## config.mk

```make
export PLATFORM = sky130hd
export DESIGN_NAME = mem_tile_addresses_generator
export DESIGN_NICKNAME = d
export VERILOG_FILES = /design/src/rtl/mm_pkg.sv /design/src/rtl/addr_gen_loop_counter.sv /design/src/rtl/mem_tile_addresses_generator.sv
export SDC_FILE = /design/constraint.sdc
export NUM_CORES = 1
export LEC_CHECK = 0
export BUFFER_PORTS_ARGS = -buffer_cell sky130_fd_sc_hd__buf_2
export CORE_UTILIZATION = 36
export CTS_BUF_LIST = sky130_fd_sc_hd__clkbuf_16
export CTS_CLUSTER_DIAMETER = 40
export DETAILED_ROUTE_END_ITERATION = 8
export GPL_ROUTABILITY_DRIVEN = 1
export PLACE_DENSITY = 0.6
export REMOVE_ABC_BUFFERS = 1
export SLEW_MARGIN = 20
export SYNTH_ARGS = -nofsm -noshare
export SYNTH_HDL_FRONTEND = slang
export SYNTH_SLANG_ARGS = --single-unit
```

## constraint.sdc

```tcl
create_clock -name clk -period 4.4 [get_ports clk]
set_input_delay 0.88 -clock clk [delete_from_list [all_inputs] [get_ports clk]]
set_output_delay 0.88 -clock clk [all_outputs]
set_load 0.02 [all_outputs]
```

## src/rtl/mm_pkg.sv

```systemverilog
// Shared definitions for the systolic multiplier operand address path.
// Contents:
//   addr_gen_state_t : states of the tile address generator FSM
//   ceil_div         : integer ceiling division, used to count the column
//                      slices and row bands of a matrix
package mm_pkg;

    typedef enum logic [2:0] {
        IDLE,
        LOAD,
        EMIT,
        NEXT_COL,
        FINISH
    } addr_gen_state_t;

    // The arguments are 32 bits wide so that num + den - 1 cannot overflow
    // for the 16-bit dimensions used by this block.
    function automatic logic [31:0] ceil_div(input logic [31:0] num,
                                             input logic [31:0] den);
        return (num + den - 32'd1) / den;
    endfunction

endpackage

```

## src/rtl/addr_gen_loop_counter.sv

```systemverilog
// Loop counter for the address generator. It is cleared to zero, counts up
// by one, and flags the iteration whose count equals last_value.
// Ports:
//   clk, reset_n : clock and asynchronous active-low reset
//   clear        : synchronous return to zero (wins over incr)
//   incr         : advance by one
//   last_value   : index of the final iteration (iterations - 1)
//   tc           : high while the counter sits on its final iteration
module addr_gen_loop_counter #(
    parameter int WIDTH = 16
) (
    input  logic             clk,
    input  logic             reset_n,
    input  logic             clear,
    input  logic             incr,
    input  logic [WIDTH-1:0] last_value,
    output logic             tc
);

    logic [WIDTH-1:0] count_reg;

    always_ff @(posedge clk or negedge reset_n) begin
        if (!reset_n) begin
            count_reg <= '0;
        end else if (clear) begin
            count_reg <= '0;
        end else if (incr) begin
            count_reg <= count_reg + WIDTH'(1);
        end
    end

    assign tc = (count_reg == last_value);

endmodule

```

## src/rtl/mem_tile_addresses_generator.sv

```systemverilog
// Read-address generator for one operand matrix of the systolic multiplier.
// It walks a row-major matrix band by band (TILE_ROWS rows per band). For
// every bus-wide column slice it emits one address per row of the band, and
// it replays each band "passes" times before it moves to the next band.
// Ports:
//   clk, reset_n  : clock and asynchronous active-low reset
//   start_i       : start pulse, honoured only while idle
//   m, n          : matrix rows / columns (elements)
//   base_addr     : byte address of element (0,0)
//   row_pitch     : bytes between rows, 0 selects n*DATA_WIDTH_BYTES
//   passes        : replays per band, 0 behaves as 1
//   addr_o        : address towards the operand FIFO
//   addr_valid_o  : addr_o valid (valid/ready handshake)
//   addr_ready_i  : FIFO can accept
//   busy_o        : operation in progress
//   done_o        : one-cycle pulse once every address has been accepted
module mem_tile_addresses_generator
    import mm_pkg::*;
#(
    parameter int ADDR_WIDTH       = 16,
    parameter int DIM_WIDTH        = 16,
    parameter int BUS_WIDTH_BYTES  = 32,
    parameter int DATA_WIDTH_BYTES = 1,
    parameter int TILE_ROWS        = 4
) (
    input  logic                  clk,
    input  logic                  reset_n,
    input  logic                  start_i,
    input  logic [DIM_WIDTH-1:0]  m,
    input  logic [DIM_WIDTH-1:0]  n,
    input  logic [ADDR_WIDTH-1:0] base_addr,
    input  logic [ADDR_WIDTH-1:0] row_pitch,
    input  logic [DIM_WIDTH-1:0]  passes,
    output logic [ADDR_WIDTH-1:0] addr_o,
    output logic                  addr_valid_o,
    input  logic                  addr_ready_i,
    output logic                  busy_o,
    output logic                  done_o
);

    localparam int ELEMENTS   = BUS_WIDTH_BYTES / DATA_WIDTH_BYTES;
    localparam int DATA_SHIFT = $clog2(DATA_WIDTH_BYTES);
    localparam int TILE_SHIFT = $clog2(TILE_ROWS);
    localparam logic [ADDR_WIDTH-1:0] COL_STEP    = ADDR_WIDTH'(BUS_WIDTH_BYTES);
    localparam logic [DIM_WIDTH-1:0]  TILE_ROWS_D = DIM_WIDTH'(TILE_ROWS);

    addr_gen_state_t state_reg, state_next;

    // Latched job description
    logic [ADDR_WIDTH-1:0] base_reg, pitch_reg;
    logic [DIM_WIDTH-1:0]  col_last_reg, pass_last_reg, band_last_reg;
    logic                  empty_reg;
    // Rows not yet covered by completed bands; sizes the current band
    logic [DIM_WIDTH-1:0]  rows_left_reg;

    // Address walkers: current address, first address of the band, and
    // first address of the current column slice within the band
    logic [ADDR_WIDTH-1:0] addr_reg, band_start_reg, col_start_reg;

    logic [DIM_WIDTH-1:0]  rows_in_band, row_last;
    logic                  start_accept, emit_hs, in_next_col;
    logic                  row_tc, col_tc, pass_tc, band_tc;

    assign start_accept = (state_reg == IDLE) && start_i;
    assign emit_hs      = (state_reg == EMIT) && addr_ready_i;
    assign in_next_col  = (state_reg == NEXT_COL);

    // Last band may be short when m is not a multiple of TILE_ROWS
    assign rows_in_band = (rows_left_reg >= TILE_ROWS_D) ? TILE_ROWS_D : rows_left_reg;
    assign row_last     = rows_in_band - DIM_WIDTH'(1);

    addr_gen_loop_counter #(.WIDTH(DIM_WIDTH)) u_row_cnt (
        .clk        (clk),
        .reset_n    (reset_n),
        .clear      (start_accept || (emit_hs && row_tc)),
        .incr       (emit_hs),
        .last_value (row_last),
        .tc         (row_tc)
    );

    addr_gen_loop_counter #(.WIDTH(DIM_WIDTH)) u_col_cnt (
        .clk        (clk),
        .reset_n    (reset_n),
        .clear      (start_accept || (in_next_col && col_tc)),
        .incr       (in_next_col && !col_tc),
        .last_value (col_last_reg),
        .tc         (col_tc)
    );

    addr_gen_loop_counter #(.WIDTH(DIM_WIDTH)) u_pass_cnt (
        .clk        (clk),
        .reset_n    (reset_n),
        .clear      (start_accept || (in_next_col && col_tc && pass_tc)),
        .incr       (in_next_col && col_tc && !pass_tc),
        .last_value (pass_last_reg),
        .tc         (pass_tc)
    );

    addr_gen_loop_counter #(.WIDTH(DIM_WIDTH)) u_band_cnt (
        .clk        (clk),
        .reset_n    (reset_n),
        .clear      (start_accept),
        .incr       (in_next_col && col_tc && pass_tc && !band_tc),
        .last_value (band_last_reg),
        .tc         (band_tc)
    );

    always_ff @(posedge clk or negedge reset_n) begin
        if (!reset_n) begin
            state_reg <= IDLE;
        end else begin
            state_reg <= state_next;
        end
    end

    always_comb begin
        state_next   = state_reg;
        addr_valid_o = 1'b0;
        busy_o       = 1'b0;
        done_o       = 1'b0;
        case (state_reg)
            IDLE: begin
                if (start_i) begin
                    state_next = LOAD;
                end
            end
            LOAD: begin
                busy_o     = 1'b1;
                state_next = empty_reg ? FINISH : EMIT;
            end
            EMIT: begin
                busy_o       = 1'b1;
                addr_valid_o = 1'b1;
                if (addr_ready_i && row_tc) begin
                    state_next = NEXT_COL;
                end
            end
            NEXT_COL: begin
                busy_o     = 1'b1;
                state_next = (col_tc && pass_tc && band_tc) ? FINISH : EMIT;
            end
            FINISH: begin
                busy_o     = 1'b1;
                done_o     = 1'b1;
                state_next = IDLE;
            end
            default: begin
                state_next = IDLE;
            end
        endcase
    end

    always_ff @(posedge clk or negedge reset_n) begin
        if (!reset_n) begin
            addr_reg       <= '0;
            band_start_reg <= '0;
            col_start_reg  <= '0;
            base_reg       <= '0;
            pitch_reg      <= '0;
            col_last_reg   <= '0;
            pass_last_reg  <= '0;
            band_last_reg  <= '0;
            rows_left_reg  <= '0;
            empty_reg      <= 1'b0;
        end else begin
            case (state_reg)
                IDLE: begin
                    if (start_i) begin
                        base_reg      <= base_addr;
                        pitch_reg     <= (row_pitch == '0) ? (ADDR_WIDTH'(n) << DATA_SHIFT)
                                                           : row_pitch;
                        col_last_reg  <= DIM_WIDTH'(ceil_div(32'(n), 32'(ELEMENTS)) - 32'd1);
                        band_last_reg <= DIM_WIDTH'(ceil_div(32'(m), 32'(TILE_ROWS)) - 32'd1);
                        pass_last_reg <= (passes == '0) ? '0 : passes - DIM_WIDTH'(1);
                        rows_left_reg <= m;
                        empty_reg     <= (m == '0) || (n == '0);
                    end
                end
                LOAD: begin
                    addr_reg       <= base_reg;
                    band_start_reg <= base_reg;
                    col_start_reg  <= base_reg;
                end
                EMIT: begin
                    // The last row leaves addr_reg alone; NEXT_COL rewrites it
                    if (addr_ready_i && !row_tc) begin
                        addr_reg <= addr_reg + pitch_reg;
                    end
                end
                NEXT_COL: begin
                    if (!col_tc) begin
                        col_start_reg <= col_start_reg + COL_STEP;
                        addr_reg      <= col_start_reg + COL_STEP;
                    end else if (!pass_tc) begin
                        col_start_reg <= band_start_reg;
                        addr_reg      <= band_start_reg;
                    end else if (!band_tc) begin
                        band_start_reg <= band_start_reg + (pitch_reg << TILE_SHIFT);
                        col_start_reg  <= band_start_reg + (pitch_reg << TILE_SHIFT);
                        addr_reg       <= band_start_reg + (pitch_reg << TILE_SHIFT);
                        rows_left_reg  <= rows_left_reg - TILE_ROWS_D;
                    end
                end
                default: begin
                end
            endcase
        end
    end

    assign addr_o = addr_reg;

endmodule
```

# Yosys cells after proc, flatten, opt, wreduce, memory -nomap -nowiden
# Index checks and enable logic that the tools add are counted.
# Widths: inputs -> output; s select.
dict set report op_classes {
  addsub 16
  n_lt_le_gt_ge 1
  eq_ne 15
  muxes 33
  n_reduce_logical 39
}
# cell count
set ops {}
lappend ops {{$mux 16} 21}
lappend ops {{$pmux 16 s2} 3}
lappend ops {{$add 16x1->16 const B} 4}
lappend ops {{$eq 16x16->1} 4}
lappend ops {{$logic_not 16->1} 4}
lappend ops {{$sub 16x1->16 const B} 4}
lappend ops {{$pmux 16 s3} 1}
lappend ops {{$sub 17x1->18 const B} 2}
lappend ops {{$add 16x16->16} 2}
lappend ops {{$add 16x3->17 const B} 1}
lappend ops {{$add 16x6->17 const B} 1}
lappend ops {{$add 16x6->16 const B} 1}
lappend ops {{$ge 16x3->1 const B} 1}
lappend ops {{$sub 16x3->16 const B} 1}
lappend ops {{$logic_and 1x1->1} 12}
lappend ops {{$mux 3} 4}
lappend ops {{$pmux 3 s4} 1}
lappend ops {{$reduce_bool 2->1} 6}
lappend ops {{$ne 2x1->1 const B} 4}
lappend ops {{$eq 3x2->1 const B} 2}
lappend ops {{$reduce_and 2->1} 3}
lappend ops {{$reduce_and 5->1} 1}
lappend ops {{$logic_not 1->1} 4}
lappend ops {{$logic_or 1x1->1} 4}
lappend ops {{other kinds (10)} 13}
dict set report totals {
  ff_bits 212
  in_bits 84
  word_cells 119
}

# Depth between registers and ports, before layout
# Gate-level depths: netlist of run 1.
dict set report depth {
  word_depth 8
  ltp_mapped 19
}

# Modules after synthesis
# From an unflattened synthesis of run 1, not the netlist that was laid out.
dict set report unflattened {
  hier_cells 1517
  area_unflattened_um2 13242.7
}
# module n_inst cells_each area_per_inst_um2 seq_area_each_um2
set by_module_without_submodules {}
lappend by_module_without_submodules {mem_tile_addresses_generator 1 1101 9143.8 3703.6}
lappend by_module_without_submodules {addr_gen_loop_counter 4 104 1024.7 400.4}

# Least setup slack after synthesis of run 1
# No wires, ideal clock.
dict set report synth_path {
  path_type {register to register}
  from {register rows_left_reg[2]}
  to {register addr_reg[6], in the netlist addr_o[6]}
  arrival_ns 3.191
  t_required_ns 4.272
  setup_slack_ns 1.082
  stages_incl_launch_ff 17
  path_buffers 3
  path_cell_list {dfrtp_1 inv_1 ha_1 nor4b_2 and4_1 buf_4 nand2_1 ha_1 buf_1 nor4_1 o2111ai_1 a22oi_1 nand2_1 o31a_2 nor2_4 buf_6 mux2_1}
}
dict set report synth_via {
  elab_chain_len 8
}
# element line
set synth_rtl {}
lappend synth_rtl {{start, declared} mem_tile_addresses_generator.sv:54} ;# logic [DIM_WIDTH-1:0] rows_left_reg;
lappend synth_rtl {{start signal, assigned} mem_tile_addresses_generator.sv:175} ;# rows_left_reg <= m;
lappend synth_rtl {{start signal, assigned} mem_tile_addresses_generator.sv:201} ;# rows_left_reg <= rows_left_reg - TILE_ROWS_D;
lappend synth_rtl {{$ge 16x3->1} mem_tile_addresses_generator.sv:69} ;# assign rows_in_band = (rows_left_reg >= TILE_ROWS_D) ? TILE_ROWS_D : rows_left_reg;
lappend synth_rtl {{$mux 16 *} mem_tile_addresses_generator.sv:69}
lappend synth_rtl {{$sub 16x1->16 *} mem_tile_addresses_generator.sv:70} ;# assign row_last = rows_in_band - DIM_WIDTH'(1);
lappend synth_rtl {{$eq 16x16->1 *} addr_gen_loop_counter.sv:32} ;# assign tc = (count_reg == last_value);
lappend synth_rtl {{$logic_not 1->1 *} mem_tile_addresses_generator.sv:186} ;# if (addr_ready_i && !row_tc) begin
lappend synth_rtl {{$logic_and 1x1->1 *} mem_tile_addresses_generator.sv:186}
lappend synth_rtl {{$ne 2x1->1 (no source line) *} n/a}
lappend synth_rtl {{$reduce_and 3->1 (no source line) *} n/a}
lappend synth_rtl {{end signal, assigned} mem_tile_addresses_generator.sv:187} ;# addr_reg <= addr_reg + pitch_reg;
lappend synth_rtl {{end signal, assigned} mem_tile_addresses_generator.sv:193} ;# addr_reg <= col_start_reg + COL_STEP;
lappend synth_rtl {{end signal, assigned} mem_tile_addresses_generator.sv:196} ;# addr_reg <= band_start_reg;
lappend synth_rtl {{end, declared} mem_tile_addresses_generator.sv:58} ;# logic [ADDR_WIDTH-1:0] addr_reg, band_start_reg, col_start_reg;
# Mark *: on every way between the ends. The rest lies on a longest branch, timed or not.
# A chain may end at the register's enable or synchronous reset.

# Final worst setup path of run 1
dict set report layout_path {
  from {register rows_left_reg[3]}
  to {register addr_reg[12], in the netlist addr_o[12]}
}
# Same word-level chain as after synthesis.

==> impl_results.md, run 1 <==
* Worst Setup Start Kind: flip-flop
* Post-synth EDFFs at 0
* Slew Viols, Final at 0
* Io pins at ~100
* Setup tns final at 0 ns
* Layout cells sized above 1 at approximately 14%
* Nets at between 1500 and 2000
* Synth async-reset ratio at between 90% and 100%
* Seq cells post-synth at roughly 210
* Synth Area in Simple Gates at between 20% and 30%
* Layout Skew at around 0.027 ns
* Clock Sink Count at roughly 210
* Final Wtd Congestion at between 0.8 and 0.9
* Max-Slew Margin vs Limit at between 40 and 50%
* Worst-Margin Slew at approximately 0.9 ns
* Final period utilization at between 90 and 100%
* Cells after synthesis at between 1500 and 2000
* Clock root buffer: clkbuf_16
* Die height at roughly 190 um
* Power, Total at ~11000 uW
* Crit path arrival time at roughly 4.4 ns
* Largest net degree at the start of global routing at 100
* Final wirelength at between 30 and 40 mm
* Vias after detailed routing at 11426
* TritonCTS buffer count at 42
* Peak supply drop at between 300 and 400 uV
* Antenna cell count at 0
* Row cnt at 69
* Synth unique cells at 85
* Area Overhead vs Synth at 18.8%
* CTS tree: yes
* FF-to-FF setup slack at 0.39 ns
* HP Class: primary input to asynchronous set/reset pin
* Remaining routing DRC violations at 8
* Die W at 193 um
* PwrDens at 700 nW/um^2
* Clk_lat worst skew at between 0.5 and 0.6 ns
* CTS clk-pin slew, worst paths at around 0.060 ns
* GRT overflow at 0
* Main synth FF type: dfrtp_1
* Clock Path Buffers at 3
* Worst-path maximum fanout at 15
* Max Clk Rate at approximately 250 MHz
* Failing checks: design-rule violations
* Fin crit period at 4.01 ns
* Initial Util at between 30% and 40%
* Synth Area in Compound Gates at between 15 and 20%
* Largest family of logic cells by synthesized area: simple AND/OR/NAND/NOR gates
* First-pass iteration count of the detailed router at 8
* Core area at roughly 36000 um^2
* Post-synthesis adder-cell area fraction at about 4.0%
* Post-synthesis mux area share at slightly above 2%
* XOR/XNOR Fraction of Synth Area at 10.4%
* Hold Buf Count CTS at 0
* RSZ-0062 raised after global routing: false
* Post-CTS setup buffer count at 0
* Yosys warning total at 0
* Syn avg cell area at around 8.6 um^2
* Post-CTS Resized at 0
* Outcome: complete, but fails checks
* Setup crit end kind: flip-flop
* Global-route wire length before repair at 58.7 mm
* Initial antenna violation count at 0
* Final setup viols at 0
* Final HPWL DP at approximately 25 mm
* Wire per inst at 16.9 um
* Register area share after synthesis at about two fifths
* DR vias/cell at about 5.4
* Final hold vios at 0
* WP data required at between 4 and 5 ns
* Port bufs at slightly above 100
* Die ar. at 37100 um^2
* Post-route ant nets at 0
* Leakage power at about 0.007 uW
* MaxCap Viol Count at 0
* Vias in the first global route at around 11000
* Crit Path Class: flip-flop to flip-flop
* H-Tree Depth at 2
* Iteration-0 DRC Markers at 777
* GRT Resource Usage Total at 19.8%
* Synth Cell Area at around 13000 um^2
==> cells in the final DEF (no fill, tap or decap), types with 7 or more instances in the layout <==
cell and n:
nand2_1 217, dfrtp_1 212, nor2_1 139, o21ai_0 128, a21oi_1 108, buf_2 101
xnor2_1 86, xor2_1 69, nand3_1 52, clkbuf_16 45, ha_1 39, nor3_1 36
inv_1 34, nand4_1 30, a31oi_1 22, a21o_1 20, mux2i_1 19, or3_1 18
and3_1 18, nor4_1 17, buf_4 17, a211oi_1 12, nand2b_1 11, nor2b_1 10
clkinv_1 8, and2_1 8, or4_1 8, o21ai_1 8, a22o_1 8, o22ai_1 7
==> routing by layer <==
metal / track usage, % / routed length, um / vias to the layer above
met4: 5.91 / 826 / 0
met3: 3.07 / 1610 / 59
met2: 31.6 / 16500 / 232
met1: 27.3 / 16800 / 5510
met5: 0 / 0 / -
li1: - / - / 5625
==> final cells by class <==
type / count / area [um^2]
inverters: 31 / 116
flip-flops and latches: 212 / 5310
clock inverters: 33 / 337
clock buffers: 45 / 1130
fillers: 3515 / 20100
well taps: 461 / 577
repair buffers: 121 / 687
multi-input cells: 1210 / 7400
==> cells by family (layout without fill, tap and decap cells) <==
logic type | count (synthesis) | count (layout)
AND/OR/NAND/NOR | 606 | 606
flip-flops | 212 | 212
multiplexers | 26 | 26
adder cells (fa/ha/maj) | 41 | 41
AO/OA/AOI/OAI | 382 | 382
buffers and inverters | 100 | 230
XOR/XNOR | 155 | 155
==> cells in the mapped netlist, drive strengths merged (4+ instances only) <==
cell	instances	share of area [%]
a21oi	109	4.2
nand3	52	2.0
a31oi	22	1.1
mux2i	20	1.6
nand2b	11	0.53
o21bai	6	0.34
xnor2	86	5.8
o21ai	137	5.3
o31ai	6	0.34
and4	5	0.33
or3b	8	0.54
nor2b	11	0.53
nand2	218	6.3
inv	30	0.86
nand4	30	1.4
nor3	37	1.5
nor2	140	4.1
a22o	8	0.54
ha	39	3.7
or3	18	0.86
nor4	21	1.3
o211ai	4	0.23
o21a	6	0.34
o22ai	7	0.33
a211o	4	0.27
a21o	20	1.1
a211oi	12	0.69
clkbuf	55	1.6
or4	9	0.54
a221oi	6	0.45
mux2	6	0.52
buf	14	0.61
or2	8	0.38
xor2	69	4.6
and2	8	0.38
and3	19	0.95
dfrtp	212	41
==> report_power, final <==
group          internal (uW)  switching, uW
combinational           1720           2500
clock                   2200           1110
sequential              2620            728
==> worst max-delay path: stages, from the launching register on <==
cell and delay, ns:
dfrtp_1 0.41, inv_1 0.12, ha_1 0.19, nor4b_2 0.33
and4_1 0.40, nand2_1 0.09, ha_1 0.31, nor4_1 0.40
o2111ai_1 0.15, a22oi_1 0.27, nand2_1 0.08, o31a_2 0.35
nor2_4 0.35, buf_4 0.23, a211oi_1 0.05, a21o_1 0.19
==> final timing paths <==
kind                                        from      endpoint  cells after the start
min in group clk                     base_reg[5]   base_reg[5]                      2
max in group asynchronous                reset_n  base_reg[13]                      2
worst min register to register       base_reg[5]   base_reg[5]                      2
worst min-delay path                     reset_n  pitch_reg[4]                      1
worst max register to register  rows_left_reg[3]    addr_o[12]                     15
worst max-delay path            rows_left_reg[3]    addr_o[12]                     15
==> stage by stage <==
step,setup WS (ns),util (%),std cells,hold WS (ns),area [um^2]
floorplan,-3.48,-,1453,0.446,12800
global placement,0.665,39.5,2035,0.465,14100
detailed placement,0.425,39.5,2035,0.464,14100
CTS,0.433,43.6,2113,0.465,15500
global route,0.153,43.6,2113,0.498,15500
finish,0.385,43.6,2113,0.430,15500
(Power assumes the default switching activity.)
==> run 2: changes to the inputs <==
--- a/config.mk
+++ b/config.mk
@@ -6,12 +6,12 @@
 export NUM_CORES = 1
 export LEC_CHECK = 0
 export BUFFER_PORTS_ARGS = -buffer_cell sky130_fd_sc_hd__buf_2
-export CORE_UTILIZATION = 36
+export CORE_UTILIZATION = 50
 export CTS_BUF_LIST = sky130_fd_sc_hd__clkbuf_16
 export CTS_CLUSTER_DIAMETER = 40
 export DETAILED_ROUTE_END_ITERATION = 8
 export GPL_ROUTABILITY_DRIVEN = 1
-export PLACE_DENSITY = 0.6
+export PLACE_DENSITY = 0.76
 export REMOVE_ABC_BUFFERS = 1
 export SLEW_MARGIN = 20
 export SYNTH_ARGS = -nofsm -noshare
==> run 2 against run 1 <==
  * The run now ends clean
  * Clock power fell by 12%
  * Global-route usage rose by 6.1 points
  * Sequential power barely moved
  * Wire length fell by 5.6%
  * Worst setup slack got worse by 0.0074 ns
  * Non-clock buffer count fell by 2
  * Final area fell by 2.6%
  * Critical path type unchanged
  * Critical endpoint is now addr_o[5]
==> impl_results.md, run 2 (synthesized netlist as in run 1, its figures left out) <==
* Clock root buffer: clkbuf_16
* CP max-delay cell: nor2_4
* Multi-input combinational cell area at approximately 7400 um^2
* Antenna cell count at 0
* Setup tns final at 0 ns
* Die ar. at 26800 um^2
* Final setup viols at 0
* Clock Sink Count at roughly 210
* H-Tree Depth at 2
* HP Class: primary input to asynchronous set/reset pin
* DR vias/cell at 5.86
* Crit path arrival time at roughly 4.4 ns
* Switching part of the total at roughly two fifths
* Die W at about 160 um
* FF-to-FF setup slack at around 0.38 ns
* Outcome: finished, final reports clean
* Final period utilization at 91.4%
* Post-CTS setup buffer count at 0
* Register Area at 5310 um^2
* PwrDens at slightly below 700 nW/um^2
* Initial antenna violation count at 0
* Leakage power at 0.00670 uW
* Setup crit end kind: flip-flop
* Clock Path Buffers at 3
* Layout Skew at approximately 0.028 ns
* Final hold vios at 0
* Area Overhead vs Synth at 15.7%
* R2R depth at 15
* Row cnt at 58
* Leading cell type in the layout, fill and taps excluded: nand2_1
* GRT Resource Usage Total at between 20% and 30%
* Setup slack after placement at about 0.45 ns
* Comb pwr share at between 40% and 50%
* Final HPWL DP at 23.7 mm
* Cell depth of the worst setup path at 15
* GRT overflow at 0
* Setup slack after layout at ~0.38 ns
* Peak supply drop at around 530 uV
* Fillers at 2164
* First-pass iteration count of the detailed router at 5
* Final Wtd Congestion at 0.907
* CTS tree: yes
* Worst-path cell chain: inv_1 > ha_1 > nor4b_2 > and4_1 > nand2_1 > ha_1 > nor4_1 > o2111ai_1 > a22oi_1 > nand2_1 > o31a_2 > nor2_4 > buf_4 > a21oi_1 > a21o_1
* WP data required at 4.81 ns
* Max Clk Rate at ~250 MHz
* Worst-Margin Slew at 1.05 ns
* WP buf/inv at 2
* Core area at between 20000 and 30000 um^2
* Max-Slew Margin vs Limit at roughly 30%
* CP peak stage delay at 0.44 ns
* Clk_lat worst skew at approximately 0.52 ns
* Iteration-0 DRC Markers at ~840
* Io pins at 103
* Vias in the first global route at roughly 11000
* Clock power frac at ~28%
* Port bufs at 102
* Worst Setup Start Kind: flip-flop
* RSZ-0062 raised after global routing: false
* CTS clk-pin slew, worst paths at ~0.05 ns
* Cell family with most CP delay: simple AND/OR/NAND/NOR gates
* Post-route ant nets at 0
* Slew Viols, Final at 0
* Global-route wire length before repair at between 50 and 60 mm
* Layout cells sized above 1 at 13.1%
* Initial Util at 51.5%
* Worst-path maximum fanout at 23
* Remaining routing DRC violations at 0
* P_sw at between 4000 and 5000 uW
* Hold Buf Count CTS at 0
* Wire per inst at between 15 and 20 um
* Most frequent cells in the layout: nand2_1, dfrtp_1, nor2_1
* Die height at approximately 160 um
* FF-to-FF Start: rows_left_reg[2]
* Vias after detailed routing at between 10000 and 15000
* MaxCap Viol Count at 0
* Fin crit period at about 4 ns
* Final wirelength at about 34 mm
* Pint at ~6200 uW
* TritonCTS buffer count at 35
* Sequential group share of total power at between 30% and 40%
* Worst r2r dst: addr_o[5]
* Nets at ~1700
* Final core occ at 59.6%
* Largest net degree at the start of global routing at ~110
* Crit Path Class: flip-flop to flip-flop
* Post-CTS Resized at 0
[run 2: cell count changes in the layout (fill, tap and decap cells not counted), moves of 2 or more]
cell / previous run / this run
clkbuf_16: 45 / 36
inv_6: 0 / 7
clkinv_1: 8 / 4
clkinv_2: 6 / 2
inv_1: 34 / 32
clkinvlp_4: 6 / 3
[run 2: metal layers]
metal  track usage (%)  part of all wire, %  up-vias
met5                 0                    0        -
met4              9.05                  2.7        0
met3              4.02                  5.5       70
met2              43.0                   47      340
met1              34.3                   44     5512
li1                  -                    -     5589
[run 2: how the worst max path moves through the flow]
stage                           startpoint               end  slack (ns)
after detailed placement  rows_left_reg[2]         addr_o[5]        0.45
after global routing      rows_left_reg[2]         addr_o[5]        0.11
after floorplan                    start_i  pass_last_reg[6]       -3.48
after global placement    rows_left_reg[2]         addr_o[5]        0.59
final                     rows_left_reg[2]         addr_o[5]        0.38
after CTS                 rows_left_reg[2]         addr_o[5]        0.43
[run 2: final cells by class]
type	instances	share of cell area (%)
multi-input cells	1210	48.9
flip-flops and latches	212	35.0
clock buffers	36	5.95
repair buffers	119	4.36
well taps	330	2.73
clock inverters	28	2.31
inverters	31	0.769
[run 2: through the flow]
stage | hold WS, ns | total power, uW | instances | cell area [um^2]
global route | 0.454 | 11200 | 1966 | 15100
detailed placement | 0.467 | 7510 | 1902 | 13900
global placement | 0.462 | 7380 | 1902 | 13900
floorplan | 0.446 | 6280 | 1453 | 12800
CTS | 0.418 | 10500 | 1966 | 15100
finish | 0.411 | 10500 | 1966 | 15100
[run 2: power by group through the flow]
stage | Sequential (uW) | Clock, uW | Combinational, uW
floorplan | 3200 | 0 | 3080
global placement | 3330 | 0 | 4050
detailed placement | 3360 | 0 | 4150
CTS | 3340 | 2960 | 4210
global route | 3430 | 3040 | 4740
finish | 3350 | 2920 | 4230
==> run 3: changes to the inputs <==
==> constraint.sdc (replaced) <==
create_clock -name clk -period 4.4 [get_ports clk]
set_input_delay 0.88 -clock clk [delete_from_list [all_inputs] [get_ports clk]]
set_output_delay 0.88 -clock clk [all_outputs]
set_load 0.005 [all_outputs]
==> run 3 against run 2 <==
  * Clock skew fell by 0.0090 ns
  * Hold slack got worse by 0.013 ns
  * Fmax rose by 0.22%
  * Worst setup slack improved by 0.0086 ns
  * Register-to-register slack barely moved
  * Final cell count rose by 0.10%
  * Clock power fell by 7.2%
  * Via count fell by 0.43%
  * Critical endpoint unchanged
==> impl_results.md, run 3 (synthesized netlist as in run 1, its figures left out) <==
* Post-CTS setup buffer count at 0
* Clock Sink Count at 212
* CP peak stage delay at 0.46 ns
* Register Area at between 5000 and 6000 um^2
* Fillers at 2244
* Most frequent cells in the layout: nand2_1, dfrtp_1, nor2_1
* Die ar. at around 27000 um^2
* Final hold vios at 0
* Peak supply drop at about 450 uV
* Worst-path maximum fanout at 23
* Vias in the first global route at roughly 11000
* Max Clk Rate at 249 MHz
* DR vias/cell at 5.82
* CP endpoint: addr_o[5]
* Die W at 164 um
* Hold Buf Count CTS at 0
* Crit path arrival time at 4.42 ns
* TritonCTS buffer count at 37
* Io pins at 103
* Fin crit period at around 4 ns
* Worst r2r dst: addr_o[5]
* Power, Total at approximately 10000 uW
* Outcome: finished, final reports clean
* Layout cells sized above 1 at a little over an eighth
* Post-route ant nets at 0
* Iteration-0 DRC Markers at around 870
* Vias after detailed routing at between 10000 and 15000
* Crit Path Class: flip-flop to flip-flop
* GRT overflow at 0
* GRT Resource Usage Total at about a quarter
* Core area at between 20000 and 30000 um^2
* Final setup viols at 0
* Final Wtd Congestion at 0.908
* H-Tree Depth at 2
* Final HPWL DP at ~24 mm
* Initial Util at between 50 and 60%
* PwrDens at between 600 and 700 nW/um^2
* Wire per inst at approximately 17 um
* Final wirelength at 34.0 mm
* Setup tns final at 0 ns
* CTS clk-pin slew, worst paths at about 0.05 ns
* Multi-input combinational cell area at about 7400 um^2
* CTS tree: yes
* FF-to-FF Start: rows_left_reg[2]
* Nets at about 1700
* Final period utilization at between 90% and 100%
* Clock root buffer: clkbuf_16
* First-pass iteration count of the detailed router at 6
* Port bufs at slightly above 100
* Setup crit start: rows_left_reg[2]
* Worst-path cell chain: inv_1 > ha_1 > nor4b_2 > and4_1 > nand2_1 > ha_1 > nor4_1 > o2111ai_1 > a22oi_1 > nand2_1 > o31a_2 > nor2_4 > buf_4 > a21oi_1 > a21o_1
* Cell family with most CP delay: simple AND/OR/NAND/NOR gates
* Worst-Margin Slew at between 1 and 1.5 ns
* Slew Viols, Final at 0
* Leading cell type in the layout, fill and taps excluded: nand2_1
* Placed insts at between 1500 and 2000
* Max-Slew Margin vs Limit at between 20% and 30%
* Global-route wire length before repair at ~56 mm
* Post-CTS Resized at 0
* FF-to-FF setup slack at 0.39 ns
* Layout Skew at 0.0186 ns
* Area Overhead vs Synth at 15.0%
* R2R depth at 15
* Row cnt at between 50 and 60
* HP Class: primary input to asynchronous set/reset pin
* Die height at ~160 um
* Clock Path Buffers at 3
* WP buf/inv at 2
* Clk_lat worst skew at around 0.52 ns
* RSZ-0062 raised after global routing: false
* Largest net degree at the start of global routing at roughly 110
* Setup crit end kind: flip-flop
* Final Non-Filler Cells at a little under 2000
* Remaining routing DRC violations at 0
* CP max-delay cell: nor2_4
* WP data required at 4.80 ns
* Cell depth of the worst setup path at 15
* Initial antenna violation count at 0
* Worst Setup Start Kind: flip-flop
* Antenna cell count at 0
* MaxCap Viol Count at 0
* Leakage power at about 0.0067 uW
==> run 3: cell count changes in the layout (fill, tap and decap cells not counted), sizes merged <==
cell and delta:
clkinv +6, bufinv -5, inv +2, buf -1, clkbuf +1, clkinvlp -1
==> run 3: worst min-delay path by stage <==
stage,slack (ns),cells past startpoint,startpoint,to
final,0.40,1,reset_n,u_col_cnt.count_reg[6]
after global routing,0.46,1,reset_n,u_col_cnt.count_reg[5]
after CTS,0.43,1,reset_n,u_row_cnt.count_reg[10]
after detailed placement,0.46,2,base_reg[9],base_reg[9]
after global placement,0.46,2,base_reg[5],base_reg[5]
after floorplan,0.45,2,base_reg[5],base_reg[5]
==> run 3: layout make-up <==
class | instances | area share, %
flip-flops and latches | 212 | 35.2
well taps | 330 | 2.74
repair buffers | 118 | 4.33
inverters | 31 | 0.773
multi-input cells | 1210 | 49.1
clock buffers | 37 | 6.15
clock inverters | 30 | 1.64
==> run 3: report_power, final <==
group	internal, uW	switching (uW)
Combinational	1710	2420
Clock	1630	1080
Sequential	2620	734
==> run 3: per-layer routing <==
| layer | up-vias | routed length [um] | share of wire, % | track usage (%) |
|---|---|---|---|---|
| li1 | 5602 | - | - | - |
| met1 | 5474 | 15400 | 45 | 35.1 |
| met3 | 69 | 1700 | 5.0 | 4.02 |
| met2 | 317 | 16100 | 47 | 42.9 |
| met5 | - | 0 | 0 | 0 |
| met4 | 0 | 848 | 2.5 | 8.12 |
==> run 3: stage by stage <==
stage | area (um^2) | util, % | setup slack, ns | hold WS [ns]
after floorplan | 12800 | - | -3.48 | 0.446
after global placement | 13900 | 54.7 | 0.574 | 0.462
after detailed placement | 13900 | 54.7 | 0.491 | 0.462
after CTS | 15100 | 59.3 | 0.440 | 0.429
after global routing | 15100 | 59.3 | 0.116 | 0.456
final | 15100 | 59.3 | 0.387 | 0.398
